### src/rtl/mult_div_unit_pkg.sv
// Shared definitions for the iterative multiply/divide unit.
package mult_div_unit_pkg;

  localparam int unsigned MDU_DATA_W = 32;
  localparam int unsigned MDU_CNT_W  = 5;

  typedef enum logic [1:0] {
    OP_MULT  = 2'b00,
    OP_MULTU = 2'b01,
    OP_DIV   = 2'b10,
    OP_DIVU  = 2'b11
  } mdu_op_e;

  typedef enum logic [1:0] {
    ST_IDLE,
    ST_RUN,
    ST_FIX,
    ST_DONE
  } mdu_state_e;

  function automatic logic op_is_div(input mdu_op_e o);
    return (o == OP_DIV) || (o == OP_DIVU);
  endfunction

  function automatic logic op_is_signed(input mdu_op_e o);
    return (o == OP_MULT) || (o == OP_DIV);
  endfunction

  // Two's-complement magnitude when the operand is treated as signed.
  function automatic logic [MDU_DATA_W-1:0] mag(input logic [MDU_DATA_W-1:0] v,
                                                input logic is_signed);
    return (is_signed && v[MDU_DATA_W-1]) ? -v : v;
  endfunction

endpackage

### src/rtl/mult_div_unit_step.sv
// Single radix-2 iteration: shift-add multiply or restoring shift-subtract divide.
// One shared adder serves both operations; the quotient bit is merged by the caller.
module mdu_step
  import mult_div_unit_pkg::*;
#(
  parameter int unsigned DATA_W = MDU_DATA_W
) (
  input  logic [2*DATA_W-1:0] acc_i,
  input  logic [DATA_W-1:0]   opnd_i,
  input  logic                is_div_i,
  output logic [2*DATA_W-1:0] acc_o,
  output logic                qbit_o
);

  logic [DATA_W-1:0] upper;
  logic [DATA_W-1:0] lower;
  logic [DATA_W+1:0] add_a;
  logic [DATA_W+1:0] add_b;
  logic [DATA_W+1:0] add_c;
  logic [DATA_W+1:0] sum;

  // Form adder operands, add, then shift the accumulator one place.
  always_comb begin
    upper  = acc_i[2*DATA_W-1:DATA_W];
    lower  = acc_i[DATA_W-1:0];
    add_a  = '0;
    add_b  = '0;
    add_c  = '0;
    qbit_o = 1'b0;
    acc_o  = acc_i;
    if (is_div_i) begin
      // 33-bit partial remainder minus divisor; bit DATA_W+1 is the borrow.
      add_a = {1'b0, upper, lower[DATA_W-1]};
      add_b = ~{2'b00, opnd_i};
      add_c = {{(DATA_W+1){1'b0}}, 1'b1};
    end else begin
      add_a = {2'b00, upper};
      add_b = lower[0] ? {2'b00, opnd_i} : '0;
    end
    sum = add_a + add_b + add_c;
    if (is_div_i) begin
      qbit_o = ~sum[DATA_W+1];
      acc_o  = {(qbit_o ? sum[DATA_W-1:0] : add_a[DATA_W-1:0]),
                lower[DATA_W-2:0], 1'b0};
    end else begin
      acc_o  = {sum[DATA_W:0], lower[DATA_W-1:1]};
    end
  end

endmodule

### src/rtl/mult_div_unit.sv
// Iterative MULT/MULTU/DIV/DIVU unit holding the architectural HI/LO registers.
module mult_div_unit
  import mult_div_unit_pkg::*;
#(
  parameter int unsigned DATA_W = MDU_DATA_W,
  parameter int unsigned CNT_W  = MDU_CNT_W
) (
  input  logic              clk,
  input  logic              rst,
  input  logic              start,
  input  logic [1:0]        op,
  input  logic [DATA_W-1:0] rs_data,
  input  logic [DATA_W-1:0] rt_data,
  output logic              busy,
  output logic              done,
  output logic              div_by_zero,
  output logic [DATA_W-1:0] hi,
  output logic [DATA_W-1:0] lo
);

  mdu_state_e state_q, state_d;

  logic [2*DATA_W-1:0] acc_q, acc_d;
  logic [DATA_W-1:0]   opnd_q, opnd_d;
  logic [CNT_W-1:0]    cnt_q, cnt_d;
  logic                is_div_q, is_div_d;
  logic                neg_res_q, neg_res_d;
  logic                neg_rem_q, neg_rem_d;
  logic                dz_q, dz_d;
  logic [DATA_W-1:0]   hi_q, hi_d;
  logic [DATA_W-1:0]   lo_q, lo_d;
  logic                done_q, done_d;
  logic                dbz_q, dbz_d;

  mdu_op_e             op_in;
  logic                in_signed;
  logic                in_div;
  logic [DATA_W-1:0]   rs_mag;
  logic [DATA_W-1:0]   rt_mag;
  logic [2*DATA_W-1:0] step_acc;
  logic                step_qbit;
  logic [2*DATA_W-1:0] prod;

  assign op_in     = mdu_op_e'(op);
  assign in_signed = op_is_signed(op_in);
  assign in_div    = op_is_div(op_in);
  assign rs_mag    = mag(rs_data, in_signed);
  assign rt_mag    = mag(rt_data, in_signed);

  mdu_step #(.DATA_W(DATA_W)) u_step (
    .acc_i    (acc_q),
    .opnd_i   (opnd_q),
    .is_div_i (is_div_q),
    .acc_o    (step_acc),
    .qbit_o   (step_qbit)
  );

  // State register.
  always_ff @(posedge clk or posedge rst) begin
    if (rst) state_q <= ST_IDLE;
    else     state_q <= state_d;
  end

  // Next-state: a zero divisor skips the iterations entirely.
  always_comb begin
    state_d = state_q;
    case (state_q)
      ST_IDLE: if (start) state_d = (in_div && (rt_data == '0)) ? ST_DONE : ST_RUN;
      ST_RUN:  if (cnt_q == '1) state_d = ST_FIX;
      ST_FIX:  state_d = ST_DONE;
      ST_DONE: state_d = ST_IDLE;
      default: state_d = ST_IDLE;
    endcase
  end

  // Datapath next values: operand capture, iteration, sign fix-up into HI/LO.
  always_comb begin
    acc_d     = acc_q;
    opnd_d    = opnd_q;
    cnt_d     = cnt_q;
    is_div_d  = is_div_q;
    neg_res_d = neg_res_q;
    neg_rem_d = neg_rem_q;
    dz_d      = dz_q;
    hi_d      = hi_q;
    lo_d      = lo_q;
    prod      = '0;
    case (state_q)
      ST_IDLE: begin
        if (start) begin
          is_div_d  = in_div;
          neg_res_d = in_signed & (rs_data[DATA_W-1] ^ rt_data[DATA_W-1]);
          neg_rem_d = in_signed & rs_data[DATA_W-1];
          dz_d      = in_div && (rt_data == '0);
          cnt_d     = '0;
          if (in_div) begin
            acc_d  = {{DATA_W{1'b0}}, rs_mag};
            opnd_d = rt_mag;
          end else begin
            acc_d  = {{DATA_W{1'b0}}, rt_mag};
            opnd_d = rs_mag;
          end
        end
      end
      ST_RUN: begin
        acc_d = {step_acc[2*DATA_W-1:1], step_acc[0] | step_qbit};
        cnt_d = cnt_q + 1'b1;
      end
      ST_FIX: begin
        if (is_div_q) begin
          lo_d = neg_res_q ? -acc_q[DATA_W-1:0] : acc_q[DATA_W-1:0];
          hi_d = neg_rem_q ? -acc_q[2*DATA_W-1:DATA_W] : acc_q[2*DATA_W-1:DATA_W];
        end else begin
          prod = neg_res_q ? -acc_q : acc_q;
          hi_d = prod[2*DATA_W-1:DATA_W];
          lo_d = prod[DATA_W-1:0];
        end
      end
      default: ;
    endcase
    // The completion pulses are registered off the DONE state, so they
    // appear one cycle after it.
    done_d = (state_q == ST_DONE);
    dbz_d  = (state_q == ST_DONE) && dz_q;
  end

  // Datapath and output registers.
  always_ff @(posedge clk or posedge rst) begin
    if (rst) begin
      acc_q     <= '0;
      opnd_q    <= '0;
      cnt_q     <= '0;
      is_div_q  <= 1'b0;
      neg_res_q <= 1'b0;
      neg_rem_q <= 1'b0;
      dz_q      <= 1'b0;
      hi_q      <= '0;
      lo_q      <= '0;
      done_q    <= 1'b0;
      dbz_q     <= 1'b0;
    end else begin
      acc_q     <= acc_d;
      opnd_q    <= opnd_d;
      cnt_q     <= cnt_d;
      is_div_q  <= is_div_d;
      neg_res_q <= neg_res_d;
      neg_rem_q <= neg_rem_d;
      dz_q      <= dz_d;
      hi_q      <= hi_d;
      lo_q      <= lo_d;
      done_q    <= done_d;
      dbz_q     <= dbz_d;
    end
  end

  assign busy        = (state_q != ST_IDLE);
  assign done        = done_q;
  assign div_by_zero = dbz_q;
  assign hi          = hi_q;
  assign lo          = lo_q;

endmodule

### config.mk
export PLATFORM = sky130hd
export DESIGN_NAME = mult_div_unit
export DESIGN_NICKNAME = d
export VERILOG_FILES = /design/src/rtl/mult_div_unit_pkg.sv /design/src/rtl/mult_div_unit_step.sv /design/src/rtl/mult_div_unit.sv
export SDC_FILE = /design/constraint.sdc
export NUM_CORES = 1
export LEC_CHECK = 0
export ABC_AREA = 1
export CAP_MARGIN = 15
export CORE_MARGIN = 10
export CORE_UTILIZATION = 35
export DETAILED_ROUTE_END_ITERATION = 16
export HOLD_SLACK_MARGIN = 0.15
export SLEW_MARGIN = 10
export SYNTH_ARGS = -nofsm -noshare
export SYNTH_HDL_FRONTEND = slang
export SYNTH_SLANG_ARGS = --single-unit
### constraint.sdc
create_clock -name clk -period 18.45 [get_ports clk]
set_input_delay 5.535 -clock clk [delete_from_list [all_inputs] [get_ports clk]]
set_output_delay 5.535 -clock clk [all_outputs]
set_load 0.1 [all_outputs]
Word-level counts from Yosys, hierarchy flattened:

Cells that the tools add are included.

* bitwise operators: 6
* reductions and logical operators: 14
* add/sub/neg operators: 8
* muxes and demuxes: 24
* equality and inequality tests: 8

Operator list (count)
* $mux 32: 10
* $mux 64: 3
* $neg 32->32: 4
* $pmux 64 s2: 1
* $neg 64->64: 1
* $add 33x34->34: 1
* $add 34x1->34: 1
* $mux 34: 1
* $not 32->34: 1
* $mux 33: 1
* $logic_not 32->1: 1
* $pmux 5 s2: 1
* $eq 2x2->1 const B: 4
* $pmux 2 s4: 1
* $mux 2: 3
* $reduce_and 2->1: 3
* $add 5x1->5 const B: 1
* $eq 5x5->1 const B: 1
* $mux 5: 1
* $logic_and 1x1->1: 4
* $logic_not 2->1: 2
* $ne 2x2->1 const B: 2
* $reduce_bool 2->1: 2
* $and 1x1->1: 2
* other kinds (6): 8

* output and inout port bits: 67
* bits of input ports: 69
* register bits: 173
* logic and storage cells: 72

Longest topological paths before layout:

* depth after elaboration: 8
* mapped depth: 23
* depth with buffers taken out: 20

Cells and area by module:

From an unflattened synthesis, not the netlist that was laid out.

* cells, all modules: 2711
* area total of the unflattened synthesis: 16113.0 um2

By module, submodules not included
* mult_div_unit: cells an instance 1823, instances 1, area an instance 11916.4 um2, seq. area each 4329.2 um2
* mdu_step: cells an instance 888, instances 1, area an instance 4196.5 um2, seq. area each 0.0 um2

Worst setup path after synthesis:

OpenSTA, ideal clock, no wires.

* path type: input to register
* from: input rt_data[0]
* to: register acc_q[16]
* data arrival time: 6.787 ns
* stages: 12
* required time: 18.373 ns
* path buffers: 0
* library setup time: 0.077 ns
* slack: 11.586 ns
* cells stage by stage: inv_1 ha_1 nand2_1 nor2_1 nand2_1 xor2_1 nand2_1 o21ai_0 nand2_1 nand2_1 nand2_1 a21oi_1

* longest elaborated chain between the ends: 5

RTL lines
* start, declared: RTL line mult_div_unit.sv:13 `input logic [DATA_W-1:0] rt_data,`
* $neg 32->32: RTL line mult_div_unit_pkg.sv:32 `return (is_signed && v[MDU_DATA_W-1]) ? -v : v;`
* $mux 32: RTL line mult_div_unit_pkg.sv:32
* $mux 32: RTL line mult_div_unit.sv:96 `if (in_div) begin`
* $mux 64: RTL line mult_div_unit.sv:90 `if (start) begin`
* $pmux 64 s2: RTL line mult_div_unit.sv:88 `case (state_q)`
* end signal, assigned: RTL line mult_div_unit.sv:130 `acc_q <= '0;`
* end signal, assigned: RTL line mult_div_unit.sv:142 `acc_q <= acc_d;`
* end, declared: RTL line mult_div_unit.sv:23 `logic [2*DATA_W-1:0] acc_q, acc_d;`

No other way between the ends. The select of a mux whose other input is x is not followed.
A chain may end at the register's enable or synchronous reset.

Worst setup path in the final report:

* from: register state_q[0]
* to: output busy

* longest elaborated chain between the ends: 1

RTL lines
* start, declared: RTL line mult_div_unit.sv:21 `mdu_state_e state_q, state_d;`
* start signal, assigned: RTL line mult_div_unit.sv:61 `else state_q <= state_d;`
* $reduce_bool 2->1: RTL line mult_div_unit.sv:156 `assign busy = (state_q != ST_IDLE);`
* end, declared: RTL line mult_div_unit.sv:14 `output logic busy,`

No other way between the ends.

==> results.sh <==
export IMPL_die_h_um=238
export IMPL_htree_num_levels=4
export IMPL_class_of_the_tightest_hold_or_removal_check="reg -> reg"
export IMPL_timing_clock_skew_ns=0.0234
export IMPL_timing_fmax_mhz=124
export IMPL_n_diodes=0
export IMPL_floorplan_core_area_mm2=0.0469
export IMPL_route_detailed_vias_per_inst=5.29
export IMPL_synthesis_instances=2896
export IMPL_clk_latency_ns=0.48
export IMPL_cts_resized=0
export IMPL_utilization_pct=40.7
export IMPL_maxSlewViolCount=0
export IMPL_gp_congestion=1.01
export IMPL_grt_pass1_wl_mm=108
export IMPL_dieArea_mm2=0.0568
export IMPL_worst_slew_pin_transition_ns=1.14
export IMPL_synth_cell_area_mm2=0.0167
export IMPL_synth_enable_flop_cells=0
export IMPL_multiInputGateArea_mm2=0.0106
export IMPL_drc=0
export IMPL_proportion_of_layout_cells_with_a_drive_suffix_above_1_pct=3.13
export IMPL_synth_seq_area_share_pct=25.9
export IMPL_vias=18900
export IMPL_cts_buffer_depth=2
export IMPL_dr_first_iter_drc_count=1814
export IMPL_outcome="completed"
export IMPL_max_slew_margin_pct=23.9
export IMPL_nNetsFinal=3067
export IMPL_worst_setup_path_type="reg -> out"
export IMPL_floorplan_initialDensity_pct=35.6
export IMPL_finalCritPeriodShare_pct=43.8
export IMPL_post_synth_cell_area_avg_um2=5.76
export IMPL_category_of_the_worst_setup_path_capture_point="primary output"
export IMPL_post_cts_repair_setup_buffers=0
export IMPL_power_per_cell_area_mw_per_mm2=219
export IMPL_grt_pass1_vias=17500
export IMPL_cts_sink_count=173
export IMPL_synthDistinctLibCells=41
export IMPL_number_of_antenna_violations_at_the_first_check_in_global_routing=0
export IMPL_synthArstFlopShare_pct=100
export IMPL_overflow=0
export IMPL_gr_usage_all_layers_pct=24.7
export IMPL_report_final_setup_viol=0
export IMPL_summed_negative_setup_slack_over_all_endpoints_ns=0
export IMPL_nFillCells=5280
export IMPL_die_x_um=238
export IMPL_start_kind="flop"
export IMPL_final_seq_area_mm2=0.00433
export IMPL_buffer_ports_inserted=135
export IMPL_ctsRootBufferMaster="sky130_fd_sc_hd__clkbuf_16"
export IMPL_antenna_violating_nets_post_route=0
export IMPL_yosys_warnings=0
export IMPL_fin_crit_ns=8.08
export IMPL_syn2layout_area_growth_pct=14.2
export IMPL_totalWireLength_mm=71.8
export IMPL_worst_path_max_fanout=4
export IMPL_vdd_ir_drop_worst_uv=104
export IMPL_hold_viol_final=0
export IMPL_power_leakage_uw=0.00956
export IMPL_critical_path_required_ns=12.91
export IMPL_tritoncts="yes"
export IMPL_timing_max_cap_violations=0
export IMPL_hold_buf_count_cts=0
export IMPL_grt_start_max_net_pins=123
export IMPL_hpwl_mm=57.8
export IMPL_core_rowCount=79
export IMPL_synth_flop_cell="sky130_fd_sc_hd__dfrtp_1"
export IMPL_num_io_pins=136
export IMPL_grt_setup_unrepaired="no"
export IMPL_drt_pass1_iter_count=7
export IMPL_routed_length_per_instance_um=20.1
export IMPL_clk_pin_slew_ns=0.08
export IMPL_synth_seq_cells=173
export IMPL_cts_buffers=17
export IMPL_synthesis_nets=3009
export IMPL_critPathArrivalTime_ns=2.55
export IMPL_r2r_slack_ns=13.08
[path summary, 6_finish.rpt]
check,from,to,cells after the start
max reg2reg,is_div_q$_DFFE_PP0P_,acc_q[59]$_DFFE_PP0P_,14
min in group asynchronous,rst,lo[25]$_DFFE_PP0P_,2
max,state_q[0]$_DFFE_PP0P_,busy,4
min reg2reg,hi[26]$_DFFE_PP0P_,hi[26]$_DFFE_PP0P_,2
min,hi[26]$_DFFE_PP0P_,hi[26]$_DFFE_PP0P_,2
max in group asynchronous,rst,is_div_q$_DFFE_PP0P_,3
[flip-flops by register name, indices dropped and copies added, names as in the netlist]
signal	cells
dz_q	1
opnd_q	32
state_q	2
cnt_q	5
neg_rem_q	1
lo	32
div_by_zero	1
is_div_q	1
hi	32
acc_q	64
done	1
neg_res_q	1
[power breakdown]
| part | total (µW) | internal [µW] | leakage, µW | switching (µW) |
|---|---|---|---|---|
| combinational | 3010 | 817 | 0.00710 | 2190 |
| clock | 385 | 205 | 0.000294 | 180 |
| sequential | 789 | 551 | 0.00216 | 237 |
| total | 4180 | 1570 | 0.00956 | 2610 |
[cells in the final DEF (no fill, tap or decap), drive strengths merged, types with 3 or more instances in the layout]
cell,count
o31ai,3
dfrtp,173
nand3,305
o211ai,19
buf,19
xor2,81
a31oi,6
and2,6
nand3b,8
o22ai,4
o21ai,205
nand2,1096
xnor2,4
clkinv,6
nand4,59
o221ai,3
a21oi,90
or2,4
clkbuf,18
ha,42
nor3,21
clkdlybuf4s50,135
nor2,305
inv,341
[critical path, stage by stage, from the launching register on]
cell and delay [ns]:
sky130_fd_sc_hd__dfrtp_1 0.38, sky130_fd_sc_hd__inv_1 0.08, sky130_fd_sc_hd__ha_1 0.27, sky130_fd_sc_hd__inv_1 0.15, sky130_fd_sc_hd__clkdlybuf4s50_1 1.18
[per-stage QoR]
step / cell area (µm²) / std cells / setup slack (ns) / hold slack (ns) / total power (µW)
2_1_floorplan: 16700 / 2896 / 8.23 / 0.436 / 2870
3_3_place_gp: 18500 / 3542 / 10.26 / 0.462 / 3740
3_5_place_dp: 18500 / 3542 / 10.20 / 0.465 / 3760
4_1_cts: 19100 / 3574 / 10.34 / 0.484 / 4150
5_1_grt: 19100 / 3574 / 10.28 / 0.507 / 4500
6_report: 19100 / 3574 / 10.37 / 0.479 / 4180
[per-layer routing]
layer	up-vias	track usage, %	routed length (µm)
li1	9323	-	-
met1	8865	34.5	32900
met2	664	39.0	32300
met3	72	3.04	4770
met4	0	7.79	1890
met5	-	0	0
[layout make-up]
type / instances / area share, %
tap: 607 / 3.99
clock inverter: 14 / 0.919
timing repair buffer: 154 / 7.84
multi-input combinational: 2272 / 55.6
clock buffer: 18 / 2.25
inverter: 336 / 6.64
sequential: 173 / 22.7
[cell families after synthesis]
kind of cell	share of synthesized area [%]
flip-flops	25.9
adder cells (fa/ha/maj)	3.39
AND/OR/NAND/NOR	45.0
XOR/XNOR	4.46
buffers and inverters	10.5
AO/OA/AOI/OAI	10.7
[Yosys cell counts, types with 2 or more instances]
| master | n | area share, % |
|---|---|---|
| sky130_fd_sc_hd__a21oi_1 | 89 | 2.7 |
| sky130_fd_sc_hd__a22o_1 | 2 | 0.11 |
| sky130_fd_sc_hd__a31oi_1 | 6 | 0.23 |
| sky130_fd_sc_hd__and2_1 | 6 | 0.23 |
| sky130_fd_sc_hd__buf_1 | 15 | 0.34 |
| sky130_fd_sc_hd__buf_2 | 16 | 0.48 |
| sky130_fd_sc_hd__buf_4 | 4 | 0.18 |
| sky130_fd_sc_hd__buf_6 | 4 | 0.27 |
| sky130_fd_sc_hd__clkbuf_1 | 76 | 1.7 |
| sky130_fd_sc_hd__clkinv_1 | 3 | 0.067 |
| sky130_fd_sc_hd__dfrtp_1 | 173 | 26 |
| sky130_fd_sc_hd__fa_1 | 2 | 0.24 |
| sky130_fd_sc_hd__ha_1 | 42 | 3.1 |
| sky130_fd_sc_hd__inv_1 | 326 | 7.3 |
| sky130_fd_sc_hd__inv_2 | 7 | 0.16 |
| sky130_fd_sc_hd__nand2_1 | 1089 | 25 |
| sky130_fd_sc_hd__nand2_2 | 7 | 0.26 |
| sky130_fd_sc_hd__nand3_1 | 302 | 9.1 |
| sky130_fd_sc_hd__nand3_2 | 3 | 0.18 |
| sky130_fd_sc_hd__nand3b_1 | 8 | 0.36 |
| sky130_fd_sc_hd__nand4_1 | 58 | 2.2 |
| sky130_fd_sc_hd__nor2_1 | 290 | 6.5 |
| sky130_fd_sc_hd__nor2_2 | 10 | 0.37 |
| sky130_fd_sc_hd__nor2_4 | 5 | 0.34 |
| sky130_fd_sc_hd__nor3_1 | 21 | 0.63 |
| sky130_fd_sc_hd__nor3b_1 | 2 | 0.090 |
| sky130_fd_sc_hd__o211ai_1 | 19 | 0.85 |
| sky130_fd_sc_hd__o21ai_0 | 194 | 5.8 |
| sky130_fd_sc_hd__o21ai_1 | 11 | 0.33 |
| sky130_fd_sc_hd__o21bai_1 | 2 | 0.090 |
| sky130_fd_sc_hd__o221ai_1 | 3 | 0.16 |
| sky130_fd_sc_hd__o22ai_1 | 4 | 0.15 |
| sky130_fd_sc_hd__o31ai_1 | 3 | 0.13 |
| sky130_fd_sc_hd__or2_2 | 4 | 0.15 |
| sky130_fd_sc_hd__xnor2_1 | 4 | 0.21 |
| sky130_fd_sc_hd__xor2_1 | 81 | 4.3 |
(Power assumes the default switching activity.)
